==> src/rtl/hex_display_ctrl_if.sv <==
// Nios-style register bus between the processor and the hex display driver.
interface hex_display_ctrl_if;
  logic [1:0]  address;
  logic        write;
  logic [31:0] writedata;
  logic        read;
  logic [31:0] readdata;

  modport master (
    output address, write, writedata, read,
    input  readdata
  );

  modport slave (
    input  address, write, writedata, read,
    output readdata
  );
endinterface

==> src/rtl/hex_display_ctrl.sv <==
// Active-low 7-segment driver with blank/blink masks and power-on lamp test; HEX_DP_EN adds decimal points.
// Latency: zero-wait writes, readdata one cycle after read, hex_n one cycle after a register update; backpressure: none.
module hex_display_ctrl #(
  parameter int NUM_DIGITS       = 8,
  parameter int BLINK_DIV        = 25000000,
  parameter int LAMP_TEST_CYCLES = 50000000,
`ifdef HEX_DP_EN
  localparam int SEG_W = 8
`else
  localparam int SEG_W = 7
`endif
) (
  input  logic                        clk_0,
  input  logic                        reset,
  hex_display_ctrl_if.slave           bus,
  output logic [NUM_DIGITS*SEG_W-1:0] hex_n
);

  localparam int LW        = (LAMP_TEST_CYCLES > 1) ? $clog2(LAMP_TEST_CYCLES) : 1;
  localparam int BW        = (BLINK_DIV > 1) ? $clog2(BLINK_DIV) : 1;
  localparam int LAMP_LAST = (LAMP_TEST_CYCLES > 0) ? LAMP_TEST_CYCLES - 1 : 0;
  localparam int BLINK_LAST = BLINK_DIV - 1;

  typedef enum logic {LAMP = 1'b0, RUN = 1'b1} state_t;

  state_t                    state_q, state_d;
  logic [LW-1:0]             lamp_cnt_q, lamp_cnt_d;
  logic [BW-1:0]             blink_cnt_q;
  logic                      phase_q;
  logic [NUM_DIGITS*4-1:0]   data_q;
  logic [NUM_DIGITS-1:0]     blank_q;
  logic [NUM_DIGITS-1:0]     blink_q;
  logic                      force_lamp_q;
  logic                      blink_en_q;
  logic [NUM_DIGITS-1:0]     dp_q;
  logic [31:0]               ctrl_rd;
  logic [NUM_DIGITS*SEG_W-1:0] hex_d;
  logic                      restart;
  logic                      lamp_on;

  assign restart = bus.write && (bus.address == 2'd3) && bus.writedata[2];
  assign lamp_on = (state_q == LAMP) || force_lamp_q;

  function automatic logic [6:0] hex_decode(input logic [3:0] v);
    logic [6:0] s;
    case (v)
      4'h0: s = 7'h40;  4'h1: s = 7'h79;  4'h2: s = 7'h24;  4'h3: s = 7'h30;
      4'h4: s = 7'h19;  4'h5: s = 7'h12;  4'h6: s = 7'h02;  4'h7: s = 7'h78;
      4'h8: s = 7'h00;  4'h9: s = 7'h10;  4'hA: s = 7'h08;  4'hB: s = 7'h03;
      4'hC: s = 7'h46;  4'hD: s = 7'h21;  4'hE: s = 7'h06;  default: s = 7'h0E;
    endcase
    return s;
  endfunction

  // Lamp-test FSM; a restart pulse wins over the end-of-count transition.
  always_comb begin
    state_d    = state_q;
    lamp_cnt_d = lamp_cnt_q;
    if (restart) begin
      state_d    = LAMP;
      lamp_cnt_d = '0;
    end else if (state_q == LAMP) begin
      if (LAMP_TEST_CYCLES == 0 || lamp_cnt_q == LW'(LAMP_LAST)) begin
        state_d    = RUN;
        lamp_cnt_d = '0;
      end else begin
        lamp_cnt_d = lamp_cnt_q + 1'b1;
      end
    end
  end

  always_ff @(posedge clk_0 or posedge reset) begin
    if (reset) begin
      state_q    <= LAMP;
      lamp_cnt_q <= '0;
    end else begin
      state_q    <= state_d;
      lamp_cnt_q <= lamp_cnt_d;
    end
  end

  always_ff @(posedge clk_0 or posedge reset) begin
    if (reset) begin
      blink_cnt_q <= '0;
      phase_q     <= 1'b0;
    end else if (!blink_en_q) begin
      blink_cnt_q <= '0;
      phase_q     <= 1'b0;
    end else if (blink_cnt_q == BW'(BLINK_LAST)) begin
      blink_cnt_q <= '0;
      phase_q     <= ~phase_q;
    end else begin
      blink_cnt_q <= blink_cnt_q + 1'b1;
    end
  end

  always_ff @(posedge clk_0 or posedge reset) begin
    if (reset) begin
      data_q       <= '0;
      blank_q      <= '0;
      blink_q      <= '0;
      force_lamp_q <= 1'b0;
      blink_en_q   <= 1'b0;
      dp_q         <= '0;
    end else if (bus.write) begin
      case (bus.address)
        2'd0: data_q  <= bus.writedata[NUM_DIGITS*4-1:0];
        2'd1: blank_q <= bus.writedata[NUM_DIGITS-1:0];
        2'd2: blink_q <= bus.writedata[NUM_DIGITS-1:0];
        default: begin
          force_lamp_q <= bus.writedata[0];
          blink_en_q   <= bus.writedata[1];
`ifdef HEX_DP_EN
          dp_q         <= bus.writedata[8 +: NUM_DIGITS];
`endif
        end
      endcase
    end
  end

  always_comb begin
    ctrl_rd    = '0;
    ctrl_rd[0] = force_lamp_q;
    ctrl_rd[1] = blink_en_q;
    ctrl_rd[3] = (state_q == LAMP);
`ifdef HEX_DP_EN
    ctrl_rd[8 +: NUM_DIGITS] = dp_q;
`endif
  end

  // Registered read; a same-cycle write is not yet visible, so the old value returns.
  always_ff @(posedge clk_0 or posedge reset) begin
    if (reset) begin
      bus.readdata <= '0;
    end else if (bus.read) begin
      case (bus.address)
        2'd0:    bus.readdata <= 32'(data_q);
        2'd1:    bus.readdata <= 32'(blank_q);
        2'd2:    bus.readdata <= 32'(blink_q);
        default: bus.readdata <= ctrl_rd;
      endcase
    end
  end

  always_comb begin
    hex_d = '1;
    for (int k = 0; k < NUM_DIGITS; k++) begin
      if (lamp_on) begin
        hex_d[k*SEG_W +: SEG_W] = '0;
      end else if (blank_q[k] || (blink_q[k] && phase_q)) begin
        hex_d[k*SEG_W +: SEG_W] = '1;
      end else begin
        hex_d[k*SEG_W +: 7] = hex_decode(data_q[k*4 +: 4]);
`ifdef HEX_DP_EN
        hex_d[k*SEG_W + 7] = ~dp_q[k];
`endif
      end
    end
  end

  always_ff @(posedge clk_0 or posedge reset) begin
    if (reset) begin
      hex_n <= '0;
    end else begin
      hex_n <= hex_d;
    end
  end

endmodule

==> src/flat_wrapper.sv <==
// flat-port wrapper written by rule: the top's interface ports become plain ports
module hex_display_ctrl_flat 
#(
  parameter int NUM_DIGITS       = 8,
  parameter int BLINK_DIV        = 25000000,
  parameter int LAMP_TEST_CYCLES = 50000000,

  localparam int SEG_W = 7

)
  (clk_0, reset, hex_n, bus_address, bus_write, bus_writedata, bus_read, bus_readdata);
  hex_display_ctrl_if bus_i ();
  input  logic clk_0;
  input  logic reset;
  output logic [NUM_DIGITS*SEG_W-1:0] hex_n;
  input wire logic [$bits(bus_i.address)-1:0] bus_address;
  input wire logic [$bits(bus_i.write)-1:0] bus_write;
  input wire logic [$bits(bus_i.writedata)-1:0] bus_writedata;
  input wire logic [$bits(bus_i.read)-1:0] bus_read;
  output wire logic [$bits(bus_i.readdata)-1:0] bus_readdata;
  assign bus_i.address = bus_address;
  assign bus_i.write = bus_write;
  assign bus_i.writedata = bus_writedata;
  assign bus_i.read = bus_read;
  assign bus_readdata = bus_i.readdata;
  hex_display_ctrl #(.NUM_DIGITS(NUM_DIGITS), .BLINK_DIV(BLINK_DIV), .LAMP_TEST_CYCLES(LAMP_TEST_CYCLES)) u_core (.clk_0(clk_0), .reset(reset), .bus(bus_i), .hex_n(hex_n));
endmodule
==> config.mk <==
export PLATFORM = sky130hd
export DESIGN_NAME = hex_display_ctrl_flat
export DESIGN_NICKNAME = d
export VERILOG_FILES = /design/src/rtl/hex_display_ctrl_if.sv /design/src/rtl/hex_display_ctrl.sv /design/src/flat_wrapper.sv
export SDC_FILE = /design/constraint.sdc
export NUM_CORES = 1
export LEC_CHECK = 0
export CAP_MARGIN = 20
export CORE_MARGIN = 2
export CORE_UTILIZATION = 60
export CTS_CLUSTER_DIAMETER = 60
export CTS_CLUSTER_SIZE = 28
export DETAILED_ROUTE_END_ITERATION = 10
export PLACE_DENSITY = 0.89
export SETUP_SLACK_MARGIN = 0.5
export SLEW_MARGIN = 20
export SYNTH_ARGS = -nofsm -noshare
export SYNTH_HDL_FRONTEND = slang
export SYNTH_SLANG_ARGS = --single-unit
==> constraint.sdc <==
create_clock -name clk_0 -period 17.9 [get_ports clk_0]
set_input_delay 3.58 -clock clk_0 [delete_from_list [all_inputs] [get_ports clk_0]]
set_output_delay 3.58 -clock clk_0 [all_outputs]
set_load 0.01 [all_outputs]
# Word level (Yosys, flattened, before mapping)
# Memory sizes are Yosys's and may differ from the RTL's.
# Index checks and enable logic that the tools add are counted.
[classes] n_addsub=2 mul=0 div=0 order_cmp=0 n_eq_ne=7 n_shift=0 n_mux=27 bitwise_logic=3 reduce_logical=25
[op_table] cell="2-to-1 mux 7 bit" count=16
[op_table] cell="one-hot mux 32 bit (3 select lines)" count=1
[op_table] cell="2-to-1 mux 26 bit" count=3
[op_table] cell="2-to-1 mux 25 bit" count=2
[op_table] cell="adder 26 x 1 -> 26 bit, second input constant" count=1
[op_table] cell="equality test 26 bit, second input constant" count=1
[op_table] cell="adder 25 x 1 -> 25 bit, second input constant" count=1
[op_table] cell="equality test 25 bit, second input constant" count=1
[op_table] cell="logical AND 1 bit" count=10
[op_table] cell="logical OR 1 bit" count=9
[op_table] cell="AND reduction 2 bit" count=4
[op_table] cell="2-to-1 mux 1 bit" count=5
[op_table] cell="equality test 2 bit, second input constant" count=2
[op_table] cell="!= test 2 bit, second input constant" count=2
[op_table] cell="inverter 1 bit" count=3
[op_table] cell="OR reduction 3 bit" count=1
[op_table] cell="equality test 2 x 1 -> 1 bit, second input constant" count=1
[op_table] cell="logical NOT 2 bit" count=1
[totals] reg_bits=191 latchBits=0 mem_bits_rw=0 romBits=896 in_bits=38 output_inout_bits=88 memories=8
[mem_list] memory="(no name shown)" words=16 word_bits=7 read_ports=1 rd_clocked_by_memory_dff=0 wr=0 line="hex_display_ctrl.sv:46" rtl="case (v)"
[mem_list] memory="(no name shown)" words=16 word_bits=7 read_ports=1 rd_clocked_by_memory_dff=0 wr=0 line="hex_display_ctrl.sv:46"
[mem_list] memory="(no name shown)" words=16 word_bits=7 read_ports=1 rd_clocked_by_memory_dff=0 wr=0 line="hex_display_ctrl.sv:46"
[mem_list] memory="(no name shown)" words=16 word_bits=7 read_ports=1 rd_clocked_by_memory_dff=0 wr=0 line="hex_display_ctrl.sv:46"
[mem_list] memory="(no name shown)" words=16 word_bits=7 read_ports=1 rd_clocked_by_memory_dff=0 wr=0 line="hex_display_ctrl.sv:46"
[mem_list] memory="(no name shown)" words=16 word_bits=7 read_ports=1 rd_clocked_by_memory_dff=0 wr=0 line="hex_display_ctrl.sv:46"
[mem_list] memory="+2 memories"

# Depth between registers and ports, before layout
[logic_depth] depth_word=4 ltp_mapped=8 mapped_depth_nobuf=6

# Worst setup path before layout
# OpenSTA, ideal clock, no wires.
[synth_timing] path_type="in2reg" start="input bus_read" end="register u_core.bus.readdata[11]" setup_time_ns=0.083 t_arrival_ns=4.742 setup_slack_ns=13.075 cell_stages=5 cell_sequence="clkbuf_1 > nor3b_1 > clkbuf_1 > nand2_1 > o21ai_0"
[synth_rtl] item="start: declaration" line="flat_wrapper.sv:19" rtl="input wire logic [$bits(bus_i.read)-1:0] bus_read;"
[synth_rtl] item="end signal: assignment" line="hex_display_ctrl.sv:137" rtl="2'd0: bus.readdata <= 32'(data_q);"
[synth_rtl] item="end signal: assignment" line="hex_display_ctrl.sv:138" rtl="2'd1: bus.readdata <= 32'(blank_q);"
[synth_rtl] item="end signal: assignment" line="hex_display_ctrl.sv:139" rtl="2'd2: bus.readdata <= 32'(blink_q);"
[synth_rtl] item="end: declaration" line="hex_display_ctrl_if.sv:16" rtl="output readdata"

# Final worst setup path
[layout_timing] start="input bus_address[0]" end="register u_core.lamp_cnt_q[10]"
[layout_between] elab_chain_len=4 elab_cells_between_ends=5 classes_between="eq/ne (2); mux (1); reduce/logical (2)"
[layout_rtl] item="start: declaration" line="flat_wrapper.sv:16" rtl="input wire logic [$bits(bus_i.address)-1:0] bus_address;"
[layout_rtl] item="equality test 2 bit *" line="hex_display_ctrl.sv:41" rtl="assign restart = bus.write && (bus.address == 2'd3) && bus.writedata[2];"
[layout_rtl] item="logical AND 1 bit * (2 in a row)" line="hex_display_ctrl.sv:41"
[layout_rtl] item="!= test 2 bit (no source line) or 2-to-1 mux 26 bit (tied branches)"
[layout_rtl] item="end signal: assignment" line="hex_display_ctrl.sv:78" rtl="lamp_cnt_q <= lamp_cnt_d;"
[layout_rtl] item="end: declaration" line="hex_display_ctrl.sv:27" rtl="logic [LW-1:0] lamp_cnt_q, lamp_cnt_d;"
# Mark *: on every way between the ends. The rest lies on a longest branch, timed or not.
# A chain may end at the register's enable or synchronous reset.

==> results.json <==
{
  "outcome": "finished, final reports clean",
  "critPathMaxFanout": 15,
  "yosys-top-cells-count": "dfrtp_1 (191), nand2_1 (112), o21ai_0 (94), a21oi_1 (93), nor2_1 (80)",
  "synth_fp_nets": 1112,
  "synth-seq-cells": 191,
  "swShare": 0.315,
  "die_w_microns": 133,
  "cts_setup_buffers": 0,
  "layout_worst_path_cycle_share": 0.312,
  "synth.distinct_cells": 52,
  "crit_slowest_cell": "clkdlybuf4s50_1",
  "grt_pass1_wl_microns": 38900,
  "ys.flop_type": "dfrtp_1",
  "power.share.sequential": 0.463,
  "dp.final_hpwl_microns": 15100,
  "die-area_sq_um": 17700,
  "period_minus_slack_ns": 5.58,
  "p_leak_nw": 5.27,
  "setup_tns_ns": 0,
  "irDropWorstVdd_mv": 0.0791,
  "clock_skew_ns": 0.00985,
  "final_area_sq_um": 11900,
  "syn_area_sq_um": 9970,
  "wl_microns": 23800,
  "cts_tree": "yes",
  "numCtsBuffers": 17,
  "p_int_uw": 814,
  "placed_area_sq_um": 11300,
  "power_switching_uw": 375,
  "grt_pass1_vias": 7785,
  "synth_edf_count": 0,
  "yosys.area.top_type": "dfrtp_1",
  "clock_latency_ns": 0.44,
  "setup_viol": 0,
  "layout.nets": 1201,
  "r2r_slack_ns": 15.32,
  "rsz0062_at_grt": "false",
  "synthCells": 1023,
  "yosysSeqAreaShare": 0.479,
  "synth-warning-count": 0,
  "area_delta_synth_final_pct": 19.6,
  "initialDrtViolationCount": 1000,
  "ant_nets": 0,
  "ioPinCount": 126,
  "maxCapViolations": 0,
  "power_density_nw_per_um2": 99.7,
  "cts_hold_buffers": 0,
  "netlist.area_leader.share": 0.479,
  "rows": 47,
  "vias": 8052,
  "clk_pin_slew_worst_paths_ns": 0.07,
  "hold_viol_final": 0,
  "fmax_mhz": 179,
  "post_cts_resized": 0,
  "pwr-share-clk": 0.333,
  "power_frac_comb": 0.204,
  "start_util": 0.608,
  "clk_path_buf_depth": 2,
  "final_core_util": 0.727,
  "start_kind": "primary input",
  "critPathCaptureType": "flip-flop",
  "yosysMostFrequentCell": "dfrtp_1",
  "grt_max_degree": 113,
  "num_antenna_cells": 0,
  "grt_overflow": 0,
  "slew_headroom": 0.257,
  "cts.sinks": 191,
  "place_congestion": 0.877,
  "die_h_microns": 133,
  "portBuffers": 125,
  "tightest_slew_ns": 1.11,
  "grt_usage": 0.274,
  "drc": 0,
  "first_pass_iters": 6,
  "wl_per_cell_microns": 17.7,
  "core_sq_um": 16400,
  "cp_data_arrival_time_ns": 5.86,
  "antenna_found_initial": 0,
  "critPathKind": "primary input to flip-flop",
  "slew_viol_final": 0,
  "via_per_inst": 5.99,
  "cts.htree.levels": 4,
  "hold_class": "flip-flop to flip-flop",
  "path_cells": "clkdlybuf4s50_1 > nand3_1 > nor2_1 > o41ai_1",
  "yosys-top-cells-area": "dfrtp_1 (48%), ha_1 (6.4%), mux2_2 (4.9%)",
  "cp.required_ns": 18.17,
  "syn_avg_cell_area_sq_um": 9.75,
  "slowest_delay_ns": 0.95,
  "synth-async-reset-ratio": 1.00,
  "clock-root-buffer": "clkbuf_16",
  "drive_gt1_frac": 0.0969
}
-- per-layer routing --
metal | track usage | up-vias | share of wire
met5 | 0 | - | 0
met3 | 0.0483 | 50 | 0.066
met1 | 0.378 | 3889 | 0.42
li1 | - | 3715 | -
met2 | 0.433 | 398 | 0.49
met4 | 0.115 | 0 | 0.026
-- layout by cell type, fill, tap and decap left out, types with 9 or more instances in the layout --
cell,n
nand3_1,32
a31oi_1,19
nand3b_1,9
and3_1,10
o21ai_0,94
dfrtp_1,191
ha_1,51
nor2b_1,9
nand4_1,13
mux2_2,43
a21oi_1,93
mux2i_1,28
clkbuf_16,17
mux4_2,11
xor2_1,18
clkdlybuf4s50_1,125
nor2_1,80
inv_1,63
nor3_1,19
nand2_1,112
-- power by group through the flow --
stage | Clock [mW] | Sequential [mW] | Combinational, mW
2_1_floorplan | 0 | 0.521 | 0.185
3_3_place_gp | 0 | 0.550 | 0.223
3_5_place_dp | 0 | 0.553 | 0.233
4_1_cts | 0.396 | 0.547 | 0.241
5_1_grt | 0.416 | 0.558 | 0.269
6_report | 0.396 | 0.550 | 0.243
-- final cells by class --
| type | count | area (sq um) |
|---|---|---|
| timing repair buffer | 130 | 1300 |
| inverter | 64 | 245 |
| multi-input combinational | 708 | 4720 |
| clock buffer | 18 | 429 |
| fill | 1032 | 4480 |
| clock inverter | 14 | 179 |
| tap | 220 | 275 |
| sequential | 191 | 4780 |
-- final timing paths --
path	start	to	cells past startpoint
min reg2reg	u_core.blink_cnt_q[0]	u_core.blink_cnt_q[0]	1
max in group asynchronous	reset	u_core.blank_q[0]	4
max	bus_address[0]	u_core.lamp_cnt_q[10]	4
max reg2reg	u_core.state_q	u_core.bus.readdata[3]	3
min in group asynchronous	reset	u_core.lamp_cnt_q[24]	2
min	u_core.blink_cnt_q[0]	u_core.blink_cnt_q[0]	1
-- stage by stage --
| stage | cells | hold WS (ns) | total power, mW | setup WS, ns |
|---|---|---|---|---|
| after CTS | 1344 | 0.503 | 1.18 | 12.40 |
| after global routing | 1345 | 0.531 | 1.24 | 12.18 |
| final | 1345 | 0.501 | 1.19 | 12.32 |
| after detailed placement | 1312 | 0.491 | 0.786 | 11.95 |
| after global placement | 1312 | 0.469 | 0.774 | 12.04 |
| after floorplan | 1023 | 0.455 | 0.706 | 9.12 |
-- cell families after synthesis --
kind of cell / share of synthesized area
compound gates: 0.120
xor+xnor: 0.0228
fa+ha+maj: 0.0640
buf+inv: 0.0492
flops: 0.479
mux: 0.101
simple gates: 0.163
-- worst max-delay path, delay by kind of cell --
kind / cells / cell delay (ns)
buffers and inverters: 1 / 0.95
AO/OA/AOI/OAI: 1 / 0.18
AND/OR/NAND/NOR: 2 / 1.14
-- registers in the layout (all words and copies together) (netlist names) --
name                 cells
u_core.data_q           32
u_core.phase_q           1
u_core.state_q           1
u_core.blink_en_q        1
u_core.lamp_cnt_q       26
u_core.bus.readdata     32
u_core.blank_q           8
u_core.hex_n            56
u_core.blink_q           8
u_core.blink_cnt_q      25
u_core.force_lamp_q      1
(Power assumes the default switching activity.)
